==> config.mk <==
export PLATFORM = sky130hd
export DESIGN_NAME = switch_allocator_flat
export DESIGN_NICKNAME = d
export VERILOG_FILES = /design/src/rtl/switch_allocator_if.sv /design/src/rtl/switch_allocator.sv /design/src/flat_wrapper.sv
export SDC_FILE = /design/constraint.sdc
export NUM_CORES = 1
export LEC_CHECK = 0
export CORE_MARGIN = 2
export CORE_UTILIZATION = 40
export DETAILED_ROUTE_END_ITERATION = 16
export PLACE_DENSITY = 0.67
export SLEW_MARGIN = 40
export SYNTH_ARGS = -nofsm -noshare
export SYNTH_HDL_FRONTEND = slang
export SYNTH_SLANG_ARGS = --single-unit
export TNS_END_PERCENT = 1
==> constraint.sdc <==
create_clock -name clk -period 4.65 [get_ports clk]
set_input_delay 0.6975 -clock clk [delete_from_list [all_inputs] [get_ports clk]]
set_output_delay 0.6975 -clock clk [all_outputs]
set_load 0.01 [all_outputs]
==> src/rtl/switch_allocator_if.sv <==
// Shared packet type and allocator port bundle. `N (inputs) and `M (outputs) default to 5
// when not supplied on the command line.
`ifndef N
`define N 5
`endif
`ifndef M
`define M 5
`endif

package switch_allocator_pkg;
    localparam int N = `N;
    localparam int M = `M;

    typedef struct packed {
        logic        ant;
        logic [30:0] payload;
    } packet_t;
endpackage

interface switch_allocator_if #(
    parameter int CREDIT_DEPTH = 4
);
    import switch_allocator_pkg::*;
    localparam int CW = $clog2(CREDIT_DEPTH + 1);

    packet_t [0:N-1]         i_data;
    logic    [0:N-1]         i_data_val;
    logic    [0:N-1][0:M-1]  i_output_req;
    logic    [0:M-1]         i_credit;
    packet_t [0:M-1]         o_data;
    logic    [0:M-1]         o_data_val;
    logic    [0:N-1]         o_en;
    logic    [0:M-1][CW-1:0] o_credit_cnt;

    modport master (
        output i_data, i_data_val, i_output_req, i_credit,
        input  o_data, o_data_val, o_en, o_credit_cnt
    );

    modport slave (
        input  i_data, i_data_val, i_output_req, i_credit,
        output o_data, o_data_val, o_en, o_credit_cnt
    );
endinterface

==> src/rtl/switch_allocator.sv <==
// Router switch allocator: per-output round-robin arbitration with credit flow control.
// Define ANT_PRIORITY_EN to let ant packets win over normal packets on each output.
module switch_allocator
    import switch_allocator_pkg::*;
#(
    parameter int CREDIT_DEPTH = 4,
    parameter int X_LOC        = 0,
    parameter int Y_LOC        = 0
) (
    input logic              clk,
    input logic              reset,
    switch_allocator_if.slave bus
);
    localparam int CW = $clog2(CREDIT_DEPTH + 1);
    localparam int PW = (N > 1) ? $clog2(N) : 1;

    logic    [0:N-1][0:M-1]  eff_req;
    logic    [0:M-1]         grant;
    logic    [0:M-1][PW-1:0] win;
    logic    [0:N-1]         en;

    packet_t [0:M-1]         data_q;
    logic    [0:M-1]         val_q;
    logic    [0:M-1][CW-1:0] cnt_q, cnt_d;
    logic    [0:M-1][PW-1:0] rr_q, rr_d;

    // A directional request overrides local; among directions the lowest index wins.
    always_comb begin
        logic dir_found;
        eff_req   = '0;
        dir_found = 1'b0;
        for (int i = 0; i < N; i++) begin
            dir_found = 1'b0;
            if (bus.i_data_val[i]) begin
                for (int m = 1; m < M; m++) begin
                    if (!dir_found && bus.i_output_req[i][m]) begin
                        eff_req[i][m] = 1'b1;
                        dir_found     = 1'b1;
                    end
                end
                if (!dir_found && bus.i_output_req[i][0]) begin
                    eff_req[i][0] = 1'b1;
                end
            end
        end
    end

    always_comb begin
        logic [0:N-1] cand;
        logic [0:N-1] ants;
        int           idx;
        grant = '0;
        win   = '0;
        cand  = '0;
        ants  = '0;
        idx   = 0;
        for (int m = 0; m < M; m++) begin
            for (int i = 0; i < N; i++) begin
                cand[i] = eff_req[i][m];
                ants[i] = eff_req[i][m] & bus.i_data[i].ant;
            end
`ifdef ANT_PRIORITY_EN
            if (|ants) begin
                cand = ants;
            end
`endif
            if (cnt_q[m] != '0) begin
                for (int k = 0; k < N; k++) begin
                    idx = int'(rr_q[m]) + k;
                    if (idx >= N) begin
                        idx = idx - N;
                    end
                    if (!grant[m] && cand[idx]) begin
                        grant[m] = 1'b1;
                        win[m]   = PW'(idx);
                    end
                end
            end
        end
    end

    always_comb begin
        en = '0;
        if (!reset) begin
            for (int m = 0; m < M; m++) begin
                if (grant[m]) begin
                    en[win[m]] = 1'b1;
                end
            end
        end
    end

    // Credit count saturates at full; the pointer moves just past the winner.
    always_comb begin
        int t;
        t = 0;
        for (int m = 0; m < M; m++) begin
            t = int'(cnt_q[m]) + int'(bus.i_credit[m]) - int'(grant[m]);
            if (t > CREDIT_DEPTH) begin
                t = CREDIT_DEPTH;
            end
            cnt_d[m] = CW'(t);
            rr_d[m]  = rr_q[m];
            if (grant[m]) begin
                rr_d[m] = (int'(win[m]) == N - 1) ? '0 : win[m] + PW'(1);
            end
        end
    end

    always_ff @(posedge clk) begin
        if (reset) begin
            data_q <= '0;
            val_q  <= '0;
            rr_q   <= '0;
            for (int m = 0; m < M; m++) begin
                cnt_q[m] <= CW'(CREDIT_DEPTH);
            end
        end else begin
            val_q <= grant;
            cnt_q <= cnt_d;
            rr_q  <= rr_d;
            for (int m = 0; m < M; m++) begin
                if (grant[m]) begin
                    data_q[m] <= bus.i_data[win[m]];
                end
            end
        end
    end

    assign bus.o_data       = data_q;
    assign bus.o_data_val   = val_q;
    assign bus.o_en         = en;
    assign bus.o_credit_cnt = cnt_q;

    for (genvar m = 0; m < M; m++) begin : g_credit_chk
        a_no_overflow : assert property (@(posedge clk) disable iff (reset)
            !(bus.i_credit[m] && cnt_q[m] == CW'(CREDIT_DEPTH) && !grant[m]))
            else $error("credit overflow at router (%0d,%0d) output %0d", X_LOC, Y_LOC, m);
    end
endmodule

==> src/flat_wrapper.sv <==
// flat-port wrapper written by rule: the top's interface ports become plain ports
module switch_allocator_flat import switch_allocator_pkg::*;
#(
    parameter int CREDIT_DEPTH = 4,
    parameter int X_LOC        = 0,
    parameter int Y_LOC        = 0
)
  (clk, reset, bus_i_data, bus_i_data_val, bus_i_output_req, bus_i_credit, bus_o_data, bus_o_data_val, bus_o_en, bus_o_credit_cnt);
  switch_allocator_if #(.CREDIT_DEPTH(CREDIT_DEPTH)) bus_i ();
  input logic clk;
  input logic reset;
  input wire logic [$bits(bus_i.i_data)-1:0] bus_i_data;
  input wire logic [$bits(bus_i.i_data_val)-1:0] bus_i_data_val;
  input wire logic [$bits(bus_i.i_output_req)-1:0] bus_i_output_req;
  input wire logic [$bits(bus_i.i_credit)-1:0] bus_i_credit;
  output wire logic [$bits(bus_i.o_data)-1:0] bus_o_data;
  output wire logic [$bits(bus_i.o_data_val)-1:0] bus_o_data_val;
  output wire logic [$bits(bus_i.o_en)-1:0] bus_o_en;
  output wire logic [$bits(bus_i.o_credit_cnt)-1:0] bus_o_credit_cnt;
  assign bus_i.i_data = bus_i_data;
  assign bus_i.i_data_val = bus_i_data_val;
  assign bus_i.i_output_req = bus_i_output_req;
  assign bus_i.i_credit = bus_i_credit;
  assign bus_o_data = bus_i.o_data;
  assign bus_o_data_val = bus_i.o_data_val;
  assign bus_o_en = bus_i.o_en;
  assign bus_o_credit_cnt = bus_i.o_credit_cnt;
  switch_allocator #(.CREDIT_DEPTH(CREDIT_DEPTH), .X_LOC(X_LOC), .Y_LOC(Y_LOC)) u_core (.clk(clk), .reset(reset), .bus(bus_i));
endmodule
==> impl_results.md, run 1 <==
* Synthesized area at 0.0185 mm^2
* Failing checks: negative setup slack
* Net Sw Power at 12.7 mW
* Yosys top cell by area: dfxtp_1
* FFs w/ async S/R, synth at 0%
* Worst hold path cell count at 2
* Grt total ovfl at 0
* Initial drt markers at 1,878
* Clk pwr share at 6.6%
* Power density over the cells at 895 mW/mm^2
* Mapped Cells at 2,183
* Vias in the first global route at 21,500
* Worst EP required at 3.95 ns
* Via density at 6.38
* Initial Util at 40.7%
* Worst Path Class, Setup: input pin to output port
* First-pass GRT wire length at 129,000 um
* Post-detailed-placement half-perimeter wirelength at 59,200 um
* Final min period at 4.86 ns
* Core area at 0.0456 mm^2
* Setup violations, final at 5
* FF+latch count, synth at 195
* Total Wirelength at 88,300 um
* Setup crit end kind: output port
* Share of layout cells above drive strength 1 at 30.3%
* Fillers at 4,017
* Fin. max-slew vios at 0
* Pin count of the biggest net entering global routing at 72
* ANT nets after route at 0
* Die height at 219 um
* Synth top area share at 21.0%
* Switching share of power at 52.8%
* Max-cap violations at 0
* Die area at 0.0481 mm^2
* Max_slew headroom at 45.7%
* Die X at 219 um
* Later-pin clock latency in the skew report at 0.51 ns
* Mean Syn Cell Area at 8.50 um^2
* PnR worst setup slack at -0.210 ns
* Post-DP Area at 0.0250 mm^2
* CTS tree: yes
* I/O Pins at 382
* Post-Syn Nets at 2,463
* DRC errors left at 0
* Antenna violations before repair at 7
* Fin util at 59.0%
* Clk sinks at 195
* Status: finished with violations
* Footprint of the multi-input gates at 0.0145 mm^2
* Worst-margin pin slew at 0.815 ns
* Distinct cells, synth at 109
* GP Congestion at 0.956
* # rows at 78
* Critical Path AT at 4.16 ns
* Clk root buf: clkbuf_16
* Crit start category: input pin
* DR WL/cell at 25.9 um
* Fmax at 0.206 GHz
* Register area share after synthesis at 21.0%
* Hold Violations, Final at 0
* Top FF cell, synth: dfxtp_1
* Worst min path class: flip-flop to flip-flop
* Clk buf depth at 2
* Clock Skews at 0.0125 ns
* DR pass1 iterations at 5
* # port buffers at 381
* H-tree Lvls at 4
* RSZ-0062 raised after global routing: true
* Register area at 0.00392 mm^2
* Internal at 11.4 mW
* Overall Global Routing Usage at 35.4%
* Fin crit share at 105%
* Post-synth EDFFs at 0
* Sequential share of power at 11.5%
* Synth-to-Final Area Change at 45.0%
* Leakage at 10.8 nW
* Routed via count at 21,800
* Max rail drop VDD at 0.00139 V
* Final nets at 3,076
* CP Max Fanout at 4
* Ys Warns at 0
* FF-to-FF path depth at 21
* Post-route cell area at 0.0269 mm^2
* Clock-pin slew on the worst setup and hold paths at 0.08 ns
* Top cells by area, synth: dfxtp_1 (21%), mux2_2 (8.0%), ha_1 (5.3%), mux2i_1 (5.2%), nor2_1 (4.4%)
* Power share of the combinational group at 81.9%
* Cts bufs inserted at 17
## flip-flops by register name (all words and copies together), names as in the netlist
signal,cells
u_core.bus.o_credit_cnt,15
u_core.rr_q,15
u_core.bus.o_data_val,5
u_core.bus.o_data,160
## path summary, 6_finish.rpt
path | from | to | slack [ns]
hold / removal | u_core.bus.o_data[127] | u_core.bus.o_data[127] | 0.47
setup reg to reg | u_core.rr_q[0] | u_core.bus.o_data[16] | 0.14
setup / recovery | bus_i_data_val[2] | bus_o_en[4] | -0.21
hold reg to reg | u_core.bus.o_data[127] | u_core.bus.o_data[127] | 0.47
## cell type report
type | instances | area share (%)
clock inverters | 12 | 0.451
diodes | 2 | 0.0186
clock buffers | 20 | 1.70
inverters | 73 | 1.05
multi-input cells | 1741 | 53.8
well taps | 600 | 2.79
repair buffers | 768 | 25.6
flip-flops and latches | 195 | 14.6
## Yosys cell counts (7+ instances only)
cell type	count
nand2b_1	15
o21ai_1	15
a21oi_1	123
buf_6	8
nand3_1	31
nor4b_1	8
mux4_2	9
and3b_1	16
ha_1	78
nand3b_1	8
o22ai_1	12
o211ai_1	7
and3_1	40
nor3b_1	9
a22oi_1	84
o31a_1	8
mux2i_1	97
a221oi_1	52
nor2_1	217
inv_1	66
a31oi_1	52
mux2_1	17
xnor2_1	29
or3_1	7
dfxtp_1	195
nor4_1	8
a22oi_2	31
nor2b_1	18
o21ai_0	46
mux2_2	131
buf_4	15
a221o_1	34
mux2_4	31
buf_2	54
a211oi_1	56
a21o_1	19
clkbuf_1	87
o21a_1	11
a311oi_2	29
nand2_1	119
and2_1	15
o31ai_1	8
nor3_1	75
a311oi_1	36
o22a_1	33
## cell usage in the layout, fill, tap and decap left out, drive strengths merged, types with 10 or more instances in the layout
master / Yosys / routed
nand3: 31 / 31
clkbuf: 88 / 21
a31oi: 53 / 53
and3b: 17 / 17
buf: 86 / 392
a22oi: 115 / 115
o22ai: 12 / 12
a221oi: 54 / 54
a211oi: 59 / 59
and2: 16 / 16
nor2: 220 / 220
and3: 40 / 40
a21oi: 125 / 125
nor4b: 10 / 10
xnor2: 30 / 30
nor2b: 18 / 18
mux2i: 97 / 97
ha: 78 / 78
o21ai: 62 / 62
inv: 71 / 78
nor3: 78 / 78
nand2b: 15 / 15
clkdlybuf4s50: 0 / 366
a311oi: 65 / 65
o31ai: 11 / 11
a21o: 19 / 19
o21a: 11 / 11
nand2: 119 / 119
a221o: 34 / 34
o22a: 33 / 33
dfxtp: 195 / 195
mux2: 179 / 179
## routing by layer
metal / vias up / routed length, um / track usage [%] / share of wire [%]
met5: - / 67 / 0 / 0.076
met4: 10 / 4280 / 18.0 / 4.9
met3: 305 / 9740 / 11.3 / 11
met2: 1268 / 40000 / 55.8 / 45
met1: 10500 / 34200 / 43.0 / 39
li1: 9641 / - / - / -
## power groups by stage
stage / clock network (mW) / registers [mW] / logic [mW]
2_1_floorplan: 0 / 2.92 / 11.0
3_3_place_gp: 0 / 2.77 / 17.8
3_5_place_dp: 0 / 2.78 / 18.1
4_1_cts: 1.60 / 2.76 / 18.7
5_1_grt: 1.65 / 2.82 / 20.7
6_report: 1.58 / 2.77 / 19.7
## cell families after synthesis
family / after synthesis / share of synthesized area (%)
compound gates: 719 / 30.4
fa+ha+maj: 83 / 5.80
simple gates: 618 / 16.9
buf+inv: 247 / 6.29
xor+xnor: 36 / 1.74
flops: 195 / 21.0
mux: 285 / 17.8
## what timing repair did
| item | 4_1_cts | 5_1_grt |
|---|---|---|
| gates resized for setup | 120 | 111 |
| buffers inserted | 31 | 17 |
| hold buffers | 0 | 0 |
| endpoints found under the setup margin | 47 | 68 |
| pin swaps | 45 | 54 |
| cloned | 0 | 0 |
| hold endpoints to repair | 0 | 0 |
## worst max-delay path, stage by stage
cell and delay [ns]:
clkdlybuf4s50_1 0.43, nor4b_4 0.15, buf_4 0.15, and3b_2 0.24, buf_4 0.15, mux2_2 0.28
a22o_1 0.25, o22a_1 0.25, nor4b_4 0.31, buf_4 0.16, nor2b_2 0.17, nor4_4 0.06
buf_4 0.18, inv_2 0.08, a32oi_2 0.11, a31oi_2 0.29, buf_2 0.19
## per-stage QoR
| stage | TNS, ns | setup slack (ns) | power (mW) | hold WS [ns] | cells |
|---|---|---|---|---|---|
| 2_1_floorplan | -0.0259 | -0.0259 | 13.9 | 0.490 | 2183 |
| 3_3_place_gp | -49.93 | -0.940 | 20.5 | 0.460 | 3332 |
| 3_5_place_dp | -54.59 | -0.996 | 20.9 | 0.464 | 3332 |
| 4_1_cts | -0.809 | -0.169 | 23.0 | 0.475 | 3393 |
| 5_1_grt | -1.47 | -0.336 | 25.1 | 0.488 | 3410 |
| 6_report | -0.777 | -0.210 | 24.1 | 0.474 | 3411 |
Power figures use the tool's default switching activity.
==> run 2, diff against run 1 <==
- CORE_MARGIN: 2 -> default
- SLEW_MARGIN: 40 -> default
==> impl_results.md, run 2 (synthesis results as in run 1) <==
* Status: finished with violations
* Failing checks: negative setup slack
* RSZ-0062 raised after global routing: true
* Routed via count at 21,400
* DR WL/cell at 25.5 um
* Placed insts at 3,308
* DRC errors left at 0
* Setup violations, final at 5
* Antenna violations before repair at 5
* Initial drt markers at 1,978
* Footprint of the multi-input gates at 0.0143 mm^2
* Worst min path class: flip-flop to flip-flop
* Share of layout cells above drive strength 1 at 28.4%
* CTS tree: yes
* Fillers at 4,062
* Worst path bufs/invs at 7
* Die height at 217 um
* I/O Pins at 382
* Cts bufs inserted at 17
* Register area at 0.00392 mm^2
* Worst-margin pin slew at 0.812 ns
* Pin count of the biggest net entering global routing at 55
* Synth-to-Final Area Change at 42.7%
* Most used cell, CP: buf_4
* Via density at 6.34
* Cell Chain, Critical Path: buf_4 > ha_4 > inv_1 > fa_2 > or3_4 > nand2_4 > mux2_4 > a311oi_2 > buf_4 > nand4_1 > buf_4 > o311a_4 > buf_6 > buf_12 > a222oi_1 > a21oi_1 > buf_4
* Clock Skews at 0.0183 ns
* Most frequent cells in the layout: clkdlybuf4s50_1 (375), buf_4 (334), nor2_1 (212)
* # rows at 78
* GP Congestion at 1.03
* Crit start category: flip-flop
* Later-pin clock latency in the skew report at 0.52 ns
* CP Max Fanout at 3
* First-pass GRT wire length at 127,000 um
* Vias in the first global route at 21,200
* Worst EP required at 3.95 ns
* Hold_buf cts at 0
* Worst hold slack at 0.468 ns
* Post-route non-filler standard cell count at 3,376
* Leakage at 10.5 nW
* PnR worst setup slack at -0.543 ns
* Max_slew headroom at 45.8%
* CP max-delay cell: a222oi_1
* Critical Path AT at 4.50 ns
* Power density over the cells at 896 mW/mm^2
* Clk buf depth at 2
* Overall power at 23.7 mW
* Post-detailed-placement half-perimeter wirelength at 57,100 um
* Clk sinks at 195
* DR pass1 iterations at 6
* Final nets at 3,040
* Commonest non-fill, non-tap cell in the layout: clkdlybuf4s50_1
* Max-cap violations at 0
* H-tree Lvls at 4
* Worst Path Class, Setup: flip-flop to output port
* Grt total ovfl at 0
* Fin crit share at 112%
* Clk root buf: clkbuf_16
* Max rail drop VDD at 0.00111 V
* ANT nets after route at 0
* Post-route cell area at 0.0265 mm^2
* Post-DP Area at 0.0247 mm^2
* Overall Global Routing Usage at 35.2%
* Fmax at 0.193 GHz
* # port buffers at 381
* Slowest cell delay on critical path at 0.56 ns
* Die X at 217 um
* CP top delay family: compound AO/OA/AOI/OAI gates
* Die area at 0.0472 mm^2
* Initial Util at 40.7%
* Clock-pin slew on the worst setup and hold paths at 0.09 ns
* Fin. max-slew vios at 0
* Max reg flops at 160
* Fin util at 58.1%
* Setup crit end kind: output port
* Final min period at 5.19 ns
* Core area at 0.0456 mm^2
* Hold Violations, Final at 0
* Total Wirelength at 86,000 um
-- run 2: cell count changes in the layout (fill, tap and decap cells not counted), sizes merged, moves of 2 or more --
cell,previous run,this run
dlymetal6s2s,7,0
clkinvlp,3,0
clkdlybuf4s50,366,375
dlygate4sd2,2,0
buf,392,355
clkinv,3,7
bufinv,1,3
-- run 2: worst paths after layout --
check                           cells after the start               endpoint  slack (ns)             startpoint
worst max register to register                     18  u_core.bus.o_data[49]        0.08         u_core.rr_q[4]
worst min register to register                      2  u_core.bus.o_data[98]        0.47  u_core.bus.o_data[98]
worst min-delay path                                2  u_core.bus.o_data[98]        0.47  u_core.bus.o_data[98]
worst max-delay path                               17            bus_o_en[1]       -0.54         u_core.rr_q[4]
-- run 2: layout make-up --
type	count	area share, %
antenna	3	0.0284
clock buffer	18	1.62
clock inverter	14	0.823
inverter	73	1.06
multi-input combinational	1741	54.2
sequential	195	14.8
tap	600	2.84
timing repair buffer	732	24.6
-- run 2: per-stage QoR --
stage               setup TNS (ns)  setup slack (ns)
finish                       -1.38            -0.543
global route                 -1.87            -0.491
CTS                          -1.61            -0.349
detailed placement          -43.25            -0.801
global placement            -43.00            -0.882
floorplan                  -0.0259           -0.0259
-- run 2: layer usage --
layer | wire length [um] | global-route usage, % | vias up
met5 | 41 | 0 | -
li1 | - | - | 9546
met1 | 33000 | 42.5 | 10300
met3 | 9610 | 10.3 | 249
met2 | 39400 | 56.9 | 1287
met4 | 3980 | 17.4 | 6
-- run 2: timing repair --
item,CTS,global route
buffers inserted,26,10
resized for setup,122,64
endpoints found under the setup margin,32,46
pin swaps,37,24
hold endpoints to repair,0,0
-- run 2: tightest hold or removal path, delay by kind of cell (launching register included) --
kind                   cells  cell delay (ns)
AO/OA/AOI/OAI              1             0.06
buffers and inverters      1             0.05
flip-flops                 1             0.31
-- run 2: where the power goes --
group	switching, mW	leakage [nW]	internal [mW]
sequential	0.420	1.61	2.33
combinational	11.3	8.61	7.96
clock	0.841	0.316	0.878
total	12.5	10.5	11.2
